===== src/rtl/gpu_texfill_arbiter.sv =====
// gpu_texfill_arbiter: shares one 32-bit VRAM read port between texture-cache
// line fills and CLUT-cache loads. It arbitrates between them (texture wins),
// issues linear bursts, steers the returned beats to the matching cache write
// port, and pulses a done strobe once the last beat has been written.
module gpu_texfill_arbiter #(
    parameter int TEX_BEATS   = 2,
    parameter int CLUT4_BEATS = 8,
    parameter int CLUT8_BEATS = 128
) (
    input  logic        clk,
    input  logic        i_rst,
    input  logic        i_texFillReq,
    input  logic [16:0] i_texFillAdr,
    output logic        o_texFillDone,
    input  logic        i_clutLoadReq,
    input  logic [14:0] i_clutAdr,
    input  logic        i_clut8bpp,
    output logic        o_clutBusy,
    output logic        o_clutDone,
    output logic        o_memReq,
    output logic [17:0] o_memAdr,
    output logic [7:0]  o_memBeats,
    input  logic        i_memAck,
    input  logic        i_memDataValid,
    input  logic [31:0] i_memData,
    output logic        o_texWrite,
    output logic [16:0] o_texWrAdr,
    output logic        o_texWrBeat,
    output logic        o_clutWrite,
    output logic [6:0]  o_clutWrIdx,
    output logic [31:0] o_wrData
);

    typedef enum logic [2:0] {
        IDLE,
        TEX_REQ,
        TEX_DATA,
        DONE_TEX,
        CLUT_REQ,
        CLUT_DATA,
        DONE_CLUT
    } state_t;

    state_t      state;
    state_t      stateNext;

    logic        clutPending;
    logic [14:0] clutAdrLat;
    logic        clut8bppLat;
    logic [6:0]  beatCnt;
    logic [6:0]  lastIdx;

    logic        startTex;
    logic        startClut;
    logic        beatTake;
    logic        isLastBeat;

    // A CLUT load is outstanding until its burst has fully returned.
    assign o_clutBusy = clutPending || (state == CLUT_REQ) || (state == CLUT_DATA);
    assign isLastBeat = (beatCnt == lastIdx);

    // State register.
    // NOTE: sequential state uses non-blocking (<=) so every register samples
    // pre-edge values; blocking here would create ordering-dependent races.
    always_ff @(posedge clk) begin
        if (i_rst) state <= IDLE;
        else       state <= stateNext;
    end

    // Next-state and per-cycle control decodes.
    // NOTE: every signal assigned here gets a default first, so no path leaves
    // a value unassigned and no latch is inferred.
    always_comb begin
        stateNext = state;
        startTex  = 1'b0;
        startClut = 1'b0;
        beatTake  = 1'b0;
        unique case (state)
            IDLE: begin
                // The done pulse marks the second blanking cycle: the cache
                // miss flag is one cycle stale and would otherwise refetch.
                if (i_texFillReq && !o_texFillDone) begin
                    stateNext = TEX_REQ;
                    startTex  = 1'b1;
                end else if (clutPending) begin
                    stateNext = CLUT_REQ;
                    startClut = 1'b1;
                end
            end
            TEX_REQ:  if (i_memAck) stateNext = TEX_DATA;
            CLUT_REQ: if (i_memAck) stateNext = CLUT_DATA;
            TEX_DATA: begin
                if (i_memDataValid) begin
                    beatTake = 1'b1;
                    if (isLastBeat) stateNext = DONE_TEX;
                end
            end
            CLUT_DATA: begin
                if (i_memDataValid) begin
                    beatTake = 1'b1;
                    if (isLastBeat) stateNext = DONE_CLUT;
                end
            end
            DONE_TEX:  stateNext = IDLE;
            DONE_CLUT: stateNext = IDLE;
            default:   stateNext = IDLE;
        endcase
    end

    // Request latching, burst issue, beat steering and done strobes.
    always_ff @(posedge clk) begin
        if (i_rst) begin
            clutPending   <= 1'b0;
            clutAdrLat    <= '0;
            clut8bppLat   <= 1'b0;
            beatCnt       <= '0;
            lastIdx       <= '0;
            o_memReq      <= 1'b0;
            o_memAdr      <= '0;
            o_memBeats    <= '0;
            o_texWrite    <= 1'b0;
            o_texWrAdr    <= '0;
            o_texWrBeat   <= 1'b0;
            o_clutWrite   <= 1'b0;
            o_clutWrIdx   <= '0;
            o_wrData      <= '0;
            o_texFillDone <= 1'b0;
            o_clutDone    <= 1'b0;
        end else begin
            // A new pulse always wins over the clear, so a request arriving
            // while a load starts or runs re-arms another full load.
            clutPending <= (clutPending && !startClut) || i_clutLoadReq;
            if (i_clutLoadReq) begin
                clutAdrLat  <= i_clutAdr;
                clut8bppLat <= i_clut8bpp;
            end

            o_texWrite    <= 1'b0;
            o_clutWrite   <= 1'b0;
            o_texFillDone <= (state == DONE_TEX);
            o_clutDone    <= (state == DONE_CLUT);

            if (startTex) begin
                o_texWrAdr <= i_texFillAdr;
                o_memAdr   <= {i_texFillAdr, 1'b0};
                o_memBeats <= 8'(TEX_BEATS);
                lastIdx    <= 7'(TEX_BEATS - 1);
                o_memReq   <= 1'b1;
            end

            if (startClut) begin
                o_memAdr   <= {clutAdrLat, 3'b000};
                o_memBeats <= clut8bppLat ? 8'(CLUT8_BEATS) : 8'(CLUT4_BEATS);
                lastIdx    <= clut8bppLat ? 7'(CLUT8_BEATS - 1) : 7'(CLUT4_BEATS - 1);
                o_memReq   <= 1'b1;
            end

            if (((state == TEX_REQ) || (state == CLUT_REQ)) && i_memAck) begin
                o_memReq <= 1'b0;
                beatCnt  <= '0;
            end

            if (beatTake) begin
                o_wrData <= i_memData;
                beatCnt  <= beatCnt + 7'd1;
                if (state == TEX_DATA) begin
                    o_texWrite  <= 1'b1;
                    o_texWrBeat <= beatCnt[0];
                end else begin
                    o_clutWrite <= 1'b1;
                    o_clutWrIdx <= beatCnt;
                end
            end
        end
    end

endmodule


===== config.mk =====
export PLATFORM = sky130hd
export DESIGN_NAME = gpu_texfill_arbiter
export DESIGN_NICKNAME = d
export VERILOG_FILES = /design/src/rtl/gpu_texfill_arbiter.sv
export SDC_FILE = /design/constraint.sdc
export NUM_CORES = 1
export LEC_CHECK = 0
export ABC_AREA = 1
export BUFFER_PORTS_ARGS = -buffer_cell sky130_fd_sc_hd__buf_2
export CELL_PAD_IN_SITES_DETAIL_PLACEMENT = 1
export CELL_PAD_IN_SITES_GLOBAL_PLACEMENT = 1
export CORE_AREA = 2 2 145 105
export DETAILED_ROUTE_END_ITERATION = 10
export DIE_AREA = 0 0 147 107
export GPL_TIMING_DRIVEN = 0
export PLACE_DENSITY = 0.8
export SETUP_SLACK_MARGIN = 0.15
export SLEW_MARGIN = 40
export SYNTH_ARGS = -nofsm -noshare
export SYNTH_HDL_FRONTEND = slang
export SYNTH_SLANG_ARGS = --single-unit

===== constraint.sdc =====
create_clock -name clk -period 1.4 [get_ports clk]
set_clock_uncertainty 0.1 [all_clocks]
set_input_delay 0.21 -clock clk [delete_from_list [all_inputs] [get_ports clk]]
set_output_delay 0.21 -clock clk [all_outputs]
set_load 0.01 [all_outputs]

==> metrics.txt, run 1 <==
clock group share of total power=23.6%; Peak VDD IR=799 µV; Avg WL per Cell=17.3 µm; Clock Path Buffers=2; launch point of the worst reg-to-reg path=state[1]; r2r setup slk=-0.15 ns; Slew @ Worst Pin=0.742 ns; CTS buffer count=9; hpwl dp=10.3 mm; area grow syn2layout=61.9%; number of setup violations in the final report=73; Global Route Usage Sum=19.8%; register bit total from synthesis=111; Setup WS post-layout=-0.155 ns; clk_lat worst skew=0.35 ns; proportion of layout cells with a drive suffix above 1=53.0%; Post-Syn Area per Cell=7.89 µm²; Port Buffers=152; antenna violations before repair=0; Final Net Count=824; Worst Hold Depth=3; Net Sw Frac=37.1%; Worst Setup EP=o_memAdr[3]; first-pass GRT wire length=24.4 mm; worst-path cell chain=nor2_4 > nand2_4 > nor2_4 > buf_12 > nor2_4 > buf_8 > a21oi_2 > nor2_1; # DRC=0; Seq/Total Area, Yosys=51.0%; vias in the first global route=4502; dominant cells by area after synthesis=dfxtp_1 (51%), a21oi_1 (8.3%), nand2_1 (7.5%); Antenna Cells=0; CP bufs+invs=2; synth cell count leaders=dfxtp_1 (111), nand2_1 (87), nor2_1 (75), a21oi_1 (72), o21ai_0 (63); Fin Setup TNS=-4.15 ns; ys flop type=dfxtp_1; Finished Cell Area=0.00705 mm²; Post-synth EDFFs=0; non-filler cells, final=952; htree depth=3; Mapped Cells=552; worst slack, placed=-0.278 ns; Req. time, crit path=1.52 ns; vias per cell=4.73; Post-DP Area=0.00542 mm²; Worst-path clk slew=0.08 ns; RSZ-0062 raised after global routing=true; CP arrival=1.67 ns; FILL cells=1708; root buffer cell=clkbuf_16; depth of the most critical reg-to-reg path=8; FFs w/ async S/R, synth=0%; failing checks=negative setup slack; ANT nets after route=0; Synth Warn #=0; CTS Sinks=111; Peak Freq=643 MHz; Switch Pwr=4.30 mW; CP Capture Type=flop; global route overflow=0; Post-Route WL=16.4 mm; number of vias in the routed layout=4506; P per Cell Area=1650 mW/mm²; most common cell in the netlist=dfxtp_1; headroom to the max-slew limit=50.5%; core area=0.0144 mm²; Max FO, Critical Path=7; Setup CP Type=flop to flop; power share of the sequential group=36.0%; crit start category=flop; Hold WC Path Type=input port to flop; full die area=0.0157 mm²; Crit path max-delay family=simple AND/OR/NAND/NOR gates; Worst path most repeated cell=nor2_4; Worst path max stage delay=0.39 ns; Final min period=1.55 ns; Pint=7.30 mW; largest net degree at the start of global routing=21; Slew Limit Fails=0; Syn Std Cell Area=0.00435 mm²; slowest CP cell=dfxtp_4; DR pass1 iterations=4; DIE HEIGHT=107 µm; Comb pwr share=40.5%; routability-driven placement congestion ratio=0.775; Crit Reg-Reg Endpoint=o_memAdr[3]; Row Count=37; placed cells=904; period utilisation layout=111%; Initial Utilization=30.3%; Die Wd=147 µm; 1st-iter DRT viols=180; area leader, netlist=dfxtp_1; Final Hold Fails=0; Leak=3.16 nW; num ports=160; final total power=11.6 mW; area share of the largest cell type after synthesis=51.0%; worst setup path start=state[1]; Max-Cap Viols=0; outcome=finished with violations; CTS tree=built; critical path depth in cells=8; Yosys cell types=32
[routing by layer]
layer  GRT usage, %  share of wire (%)  vias to the layer above  routed length (µm)
met5              0                  0                        -                   0
met4           4.05               0.81                        0                 133
met3           5.19                4.7                       14                 775
met2           32.6                 49                      108                8120
met1           26.3                 45                     2199                7420
li1               -                  -                     2185                   -
[cells in the final DEF (no fill, tap or decap), types with 3 or more instances in the layout]
master	count
clkbuf_16	11
nand3_4	4
dfxtp_4	6
buf_2	153
a21oi_1	37
dfxtp_1	100
buf_8	7
nand3_2	4
inv_6	3
buf_12	10
buf_16	4
clkbuf_2	7
o21ai_1	18
o21ai_0	36
o21ai_2	14
nand3_1	10
inv_4	3
a21oi_4	4
a21oi_2	31
nor2_1	53
nor2_2	6
conb_1	6
inv_8	3
buf_4	21
nor2_4	39
inv_1	34
nand2_2	26
nand2_1	39
clkbuf_1	8
dfxtp_2	5
nand2_4	24
buf_6	6
nand4_1	4
[repair_timing]
action                                 4_1_cts  5_1_grt
endpoints found under the hold margin        1        1
resized for setup                           97      195
cloned                                       5        2
hold buffers                                 1        1
setup endpoints to repair                   99       99
pin swaps                                   31       33
buffers inserted                            16        7
[power groups by stage]
stage	registers [mW]	clock network [mW]	logic (mW)
finish	4.17	2.73	4.70
global route	4.24	2.90	5.04
CTS	4.05	2.76	3.70
floorplan	4.24	0	1.54
detailed placement	4.08	0	2.75
global placement	4.07	0	2.69
[worst register-to-register path, stage by stage, from the launching register on]
cell and delay [ns]:
dfxtp_4 0.39, nor2_4 0.14, nand2_4 0.08, nor2_4 0.15
buf_12 0.14, nor2_4 0.07, buf_8 0.17, a21oi_2 0.13
nor2_1 0.05
[stage by stage]
stage | hold WS, ns | util (%)
2_1_floorplan | 0.245 | -
3_3_place_gp | 0.345 | 37.8
3_5_place_dp | 0.352 | 37.8
4_1_cts | 0.00327 | 43.9
5_1_grt | 0.00737 | 49.1
6_report | 0.00191 | 49.1
[state kept, by name (all words and copies together), names as in the netlist, 2 cells and up]
signal / flops
lastIdx: 3
o_memAdr: 17
clutAdrLat: 15
o_memBeats: 2
state: 3
beatCnt: 7
o_texWrAdr: 17
o_wrData: 32
o_clutWrIdx: 7
[how the worst min path moves through the flow]
stage	from	end	slack [ns]
2_1_floorplan	i_clutAdr[14]	clutAdrLat[14]	0.24
3_3_place_gp	o_memReq	o_memReq	0.34
3_5_place_dp	clutAdrLat[6]	clutAdrLat[6]	0.35
4_1_cts	i_memData[10]	o_wrData[10]	0.003
5_1_grt	i_clut8bpp	clut8bppLat	0.007
6_report	i_clut8bpp	clut8bppLat	0.002
[area by class of cell]
class / count / area, µm² / share of cell area [%]
sequential: 111 / 2250 / 31.9
buffer: 38 / 343 / 4.86
clock buffer: 9 / 225 / 3.19
inverter: 41 / 186 / 2.64
clock inverter: 7 / 88.8 / 1.26
tap: 195 / 244 / 3.46
timing repair buffer: 184 / 1210 / 17.2
multi-input combinational: 367 / 2500 / 35.5
[cells by family after synthesis]
group | Yosys count | synth area share, %
flops | 111 | 51.0
fa+ha+maj | 1 | 0.287
buf+inv | 79 | 9.14
other cells | 1 | 0.0861
compound gates | 146 | 17.1
simple gates | 214 | 22.3
(Power assumes the default switching activity.)
==> inputs of run 2 (changes only) <==
- CELL_PAD_IN_SITES_DETAIL_PLACEMENT: 1 -> 0
- CORE_AREA: 2 2 145 105 -> 2 2 137 99
- CTS_CLUSTER_DIAMETER: not set -> 30
- DIE_AREA: 0 0 147 107 -> 0 0 139 101
- PLACE_DENSITY: 0.8 -> 0.84
- clock period: 1.4 -> 1.5 ns (I/O delays scaled with it)
==> run 2 against run 1 <==
Die area fell by 11%. Combinational power fell by 9.4%. Clock-buffer cell count rose by 1. Via count fell by 2.7%. Largest cell class unchanged. Wire length fell by 13%. Non-clock buffer count rose by 8. Critical path depth did not move. Sequential share of layout area barely moved. Register-to-register slack improved by 0.09 ns. The flow still finishes with violations (negative setup slack). Clock power fell by 14%. Worst setup slack improved by 0.089 ns. Utilization rose by 5.9 points.
==> metrics.txt, run 2 (synthesized netlist as in run 1, its figures left out) <==
Final Hold Fails=0; Port Buffers=152; Slew @ Worst Pin=0.787 ns; area grow syn2layout=61.5%; Post-Route WL=14.3 mm; hpwl dp=9.28 mm; Req. time, crit path=1.62 ns; CP Capture Type=flop; Peak Freq=639 MHz; period utilisation layout=104%; CP arrival=1.69 ns; CTS tree=built; DIE HEIGHT=101 µm; Fin Setup TNS=-0.516 ns; largest net degree at the start of global routing=20; outcome=finished with violations; Largest regs=o_wrData: 32 flops, o_memAdr: 17 flops, o_texWrAdr: 17 flops; number of setup violations in the final report=20; vias in the first global route=3884; Row Count=35; Hold WC Path Type=input port to flop; Setup WS post-layout=-0.0657 ns; headroom to the max-slew limit=47.6%; Peak VDD IR=735 µV; RSZ-0062 raised after global routing=true; worst slack, placed=-0.177 ns; clk_lat worst skew=0.35 ns; DR pass1 iterations=4; slowest CP cell=dfxtp_4; root buffer cell=clkbuf_16; vias per cell=4.70; Setup CP Type=flop to flop; Largest register FFs=32; Final min period=1.57 ns; proportion of layout cells with a drive suffix above 1=53.4%; global route overflow=0; Antenna Cells=0; 1st-iter DRT viols=165; failing checks=negative setup slack; crit start category=flop; r2r setup slk=-0.07 ns; CTS Sinks=111; Die Wd=139 µm; Hold Worst Slack=0.0104 ns; num ports=160; Global Route Usage Sum=17.6%; first-pass GRT wire length=19.8 mm; CTS buffer count=9; Avg WL per Cell=15.3 µm; Initial Utilization=34.0%; routability-driven placement congestion ratio=0.835; Worst path most repeated cell=nor2_4; Worst path max stage delay=0.37 ns; Clock Path Buffers=2; antenna violations before repair=0; ANT nets after route=0; Worst-path clk slew=0.08 ns; worst-path cell chain=nor2_4 > nand2_4 > nor2_4 > buf_4 > nor2_4 > clkbuf_16 > a21oi_1 > nor2_1; commonest non-fill, non-tap cell in the layout=buf_2; Slew Limit Fails=0; commonest non-fill, non-tap cells in the layout=buf_2 (154), dfxtp_1 (101), nor2_1 (53); Final Net Count=833; register with the most flip-flops=o_wrData; P per Cell Area=1490 mW/mm²; # DRC=0; core area=0.0128 mm²; Leak=3.22 nW; number of vias in the routed layout=4384; Max FO, Critical Path=7; htree depth=3; full die area=0.0140 mm²; Max-Cap Viols=0
run 2: timing repair:
item	in CTS	in global routing
gates cloned	2	7
hold buffers	0	0
pin swaps	33	37
setup buffers	15	17
resized for setup	99	193
setup endpoints to repair	91	105
run 2: where the power goes:
part           internal (mW)  leakage, nW  switching, mW
sequential              3.44        0.913          0.435
combinational           2.04         2.17           2.22
clock                   1.20        0.141           1.16
total                   6.67         3.22           3.82
run 2: cell type report:
class	count	area, µm²
fill	1110	5760
tap	166	208
timing repair buffer	192	1290
sequential	111	2250
clock inverter	6	50.0
inverter	41	190
multi-input combinational	368	2480
buffer	38	325
clock buffer	10	239
run 2: metal layers:
metal / vias up / global-route usage (%) / wire [µm]
li1: 2209 / - / -
met1: 2043 / 25.0 / 6820
met2: 116 / 26.8 / 6550
met3: 16 / 4.32 / 745
met4: 0 / 4.97 / 184
met5: - / 0 / 0
run 2: final timing paths:
kind,startpoint,endpoint,depth (start not counted)
setup reg to reg,state[0],o_memAdr[13],8
hold reg to reg,clutAdrLat[8],clutAdrLat[8],2
setup / recovery,state[0],o_memAdr[13],8
hold / removal,i_memData[18],o_wrData[18],3
run 2: through the flow:
stage	cells	power, mW	cell area (µm²)	utilization (%)
6_report	932	10.5	7030	55.0
5_1_grt	932	11.0	7030	55.0
4_1_cts	908	9.19	6120	47.9
3_5_place_dp	875	6.27	5350	41.9
3_3_place_gp	875	6.21	5350	41.9
2_1_floorplan	557	5.36	4380	-
run 2: critical path: cells and delay by family (launching register included):
family	cells	cell delay, ns
AND/OR/NAND/NOR	5	0.51
flip-flops	1	0.37
buffers and inverters	2	0.33
AO/OA/AOI/OAI	1	0.14
==> inputs of run 3 (changes only) <==
- CORE_AREA: 2 2 137 99 -> 2 2 98 137
- DIE_AREA: 0 0 139 101 -> 0 0 100 139
- GPL_ROUTABILITY_DRIVEN: not set -> 0
- PLACE_DENSITY: 0.84 -> 0.85
==> run 3 against run 2 <==
The run now ends clean. Total power decreased by 6.7%. Critical path depth increased by 1. First-iteration DRC count decreased by 4.2%. Sequential power decreased by 2%. Hold slack got worse by 0.0066 ns. Critical endpoint is now o_memAdr[9]. Largest cell class is now sequential cells. Largest power group is now registers.
==> metrics.txt, run 3 (synthesized netlist as in run 1, its figures left out) <==
first-pass GRT wire length=20.4 mm; global route overflow=0; register with the most flip-flops=o_wrData; Slew Limit Fails=0; Slew @ Worst Pin=0.770 ns; placed cells=862; period utilisation layout=99.6%; proportion of layout cells with a drive suffix above 1=48.5%; commonest non-fill, non-tap cell in the layout=buf_2; outcome=finished, final reports clean; Avg WL per Cell=14.4 µm; Setup WS post-layout=0.00550 ns; CP arrival=1.68 ns; # DRC=0; htree depth=3; Largest register FFs=32; ANT nets after route=0; number of setup violations in the final report=0; non-filler cells, final=902; antenna violations before repair=0; Row Count=49; Fin Setup TNS=0 ns; crit start category=flop; Post-DP Area=0.00534 mm²; number of vias in the routed layout=4313; Die Wd=100 µm; clk_lat worst skew=0.35 ns; Max FO, Critical Path=5; CTS Sinks=111; HP Start=i_clutAdr[14]; Initial Utilization=34.1%; power share of the sequential group=38.6%; r2r setup slk=0.006 ns; Final Net Count=818; Port Buffers=152; full die area=0.0139 mm²; Worst-path clk slew=0.07 ns; Finished Cell Area=0.00650 mm²; final total power=9.79 mW; Setup CP Type=flop to flop; Global Route Usage Sum=18.6%; Hold Path Sink=clutAdrLat[14]; Final min period=1.49 ns; Net Sw Frac=34.1%; Worst Hold Depth=3; DR pass1 iterations=4; vias in the first global route=4248; Peak VDD IR=686 µV; worst setup path start=state[0]; P per Cell Area=1510 mW/mm²; num ports=160; largest net degree at the start of global routing=17; DIE HEIGHT=139 µm; Pint=6.45 mW; depth of the most critical reg-to-reg path=9; Comb pwr share=37.1%; worst slack, placed=-0.136 ns; Leak=3.00 nW; Largest regs=o_wrData: 32 flops, o_memAdr: 17 flops, o_texWrAdr: 17 flops; vias per cell=4.78; headroom to the max-slew limit=48.6%; CTS buffer count=9; Switch Pwr=3.34 mW; Crit Reg-Reg Endpoint=o_memAdr[9]; launch point of the worst reg-to-reg path=state[0]; core area=0.0128 mm²; Antenna Cells=0; Peak Freq=669 MHz; 1st-iter DRT viols=158; Hold WC Path Type=input port to flop; Clock Path Buffers=2; area grow syn2layout=49.4%; Req. time, crit path=1.69 ns; clock group share of total power=24.3%; root buffer cell=clkbuf_16; commonest non-fill, non-tap cells in the layout=buf_2 (154), dfxtp_1 (100), nor2_1 (67); RSZ-0062 raised after global routing=true; Max-Cap Viols=0; Final Hold Fails=0; CP Capture Type=flop; FILL cells=1260; hpwl dp=9.25 mm; CTS tree=built; Post-Route WL=13.0 mm
==> run 3: changes by cell type in the layout (fill, tap and decap cells not counted), moves of 11 or more <==
cell     delta
nor2_4     -30
nand2_1    +24
nor2_2     +16
nor2_1     +14
nand2_2    -13
nand2_4    -11
==> run 3: final cells by class <==
class                      instances  area (µm²)  share of cell area (%)
buffer                            38         309                    4.75
clock buffer                      10         239                    3.68
clock inverter                     4        47.5                   0.731
inverter                          41         169                    2.60
multi-input combinational        367        2190                    33.7
sequential                       111        2250                    34.5
tap                              153         191                    2.94
timing repair buffer             178        1110                    17.0
==> run 3: routing by layer <==
metal  up-vias  global-route usage, %  share of wire, %
met5         -                      0                 0
met1      1981                   20.1                38
met3        35                   2.97               4.3
met4         0                   10.6               4.0
li1       2167                      -                 -
met2       130                   33.6                54
==> run 3: how the worst max path moves through the flow <==
stage                     end  cells after the start  slack [ns]
3_3_place_gp   clutAdrLat[14]                      6       -0.07
3_5_place_dp      o_wrData[1]                      6       -0.14
6_report          o_memAdr[9]                      9       0.006
5_1_grt          o_memAdr[12]                      9       -0.09
4_1_cts          o_memAdr[15]                      7        0.02
2_1_floorplan    o_memAdr[11]                      7        0.15
==> run 3: power groups by stage <==
stage,combinational [mW],sequential [mW],clock (mW)
2_1_floorplan,1.40,3.95,0
4_1_cts,3.18,3.75,2.42
6_report,3.63,3.78,2.38
3_3_place_gp,2.40,3.77,0
5_1_grt,3.94,3.83,2.54
3_5_place_dp,2.46,3.79,0
==> run 3: timing repair <==
action | 4_1_cts | 5_1_grt
setup endpoints to repair | 92 | 97
hold buffers | 1 | 0
setup buffers | 17 | 4
cloned | 3 | 1
pin swaps | 37 | 30
gates resized for setup | 89 | 114
hold endpoints to repair | 1 | 0
==> run 3: through the flow <==
| stage | hold slack [ns] | util [%] |
|---|---|---|
| floorplan | 0.260 | - |
| global placement | 0.338 | 41.8 |
| detailed placement | 0.340 | 41.8 |
| CTS | 0.00237 | 47.9 |
| global route | 0.0286 | 51.0 |
| finish | 0.00380 | 51.0 |
==> run 3: critical path: stages (launching register included) <==
cell     delay, ns
dfxtp_4       0.38
nor2_4        0.14
nand2_4       0.08
nor2_4        0.17
buf_8         0.17
buf_12        0.13
nand2_2       0.06
o21ai_2       0.06
a21oi_2       0.04
nor2_1        0.08
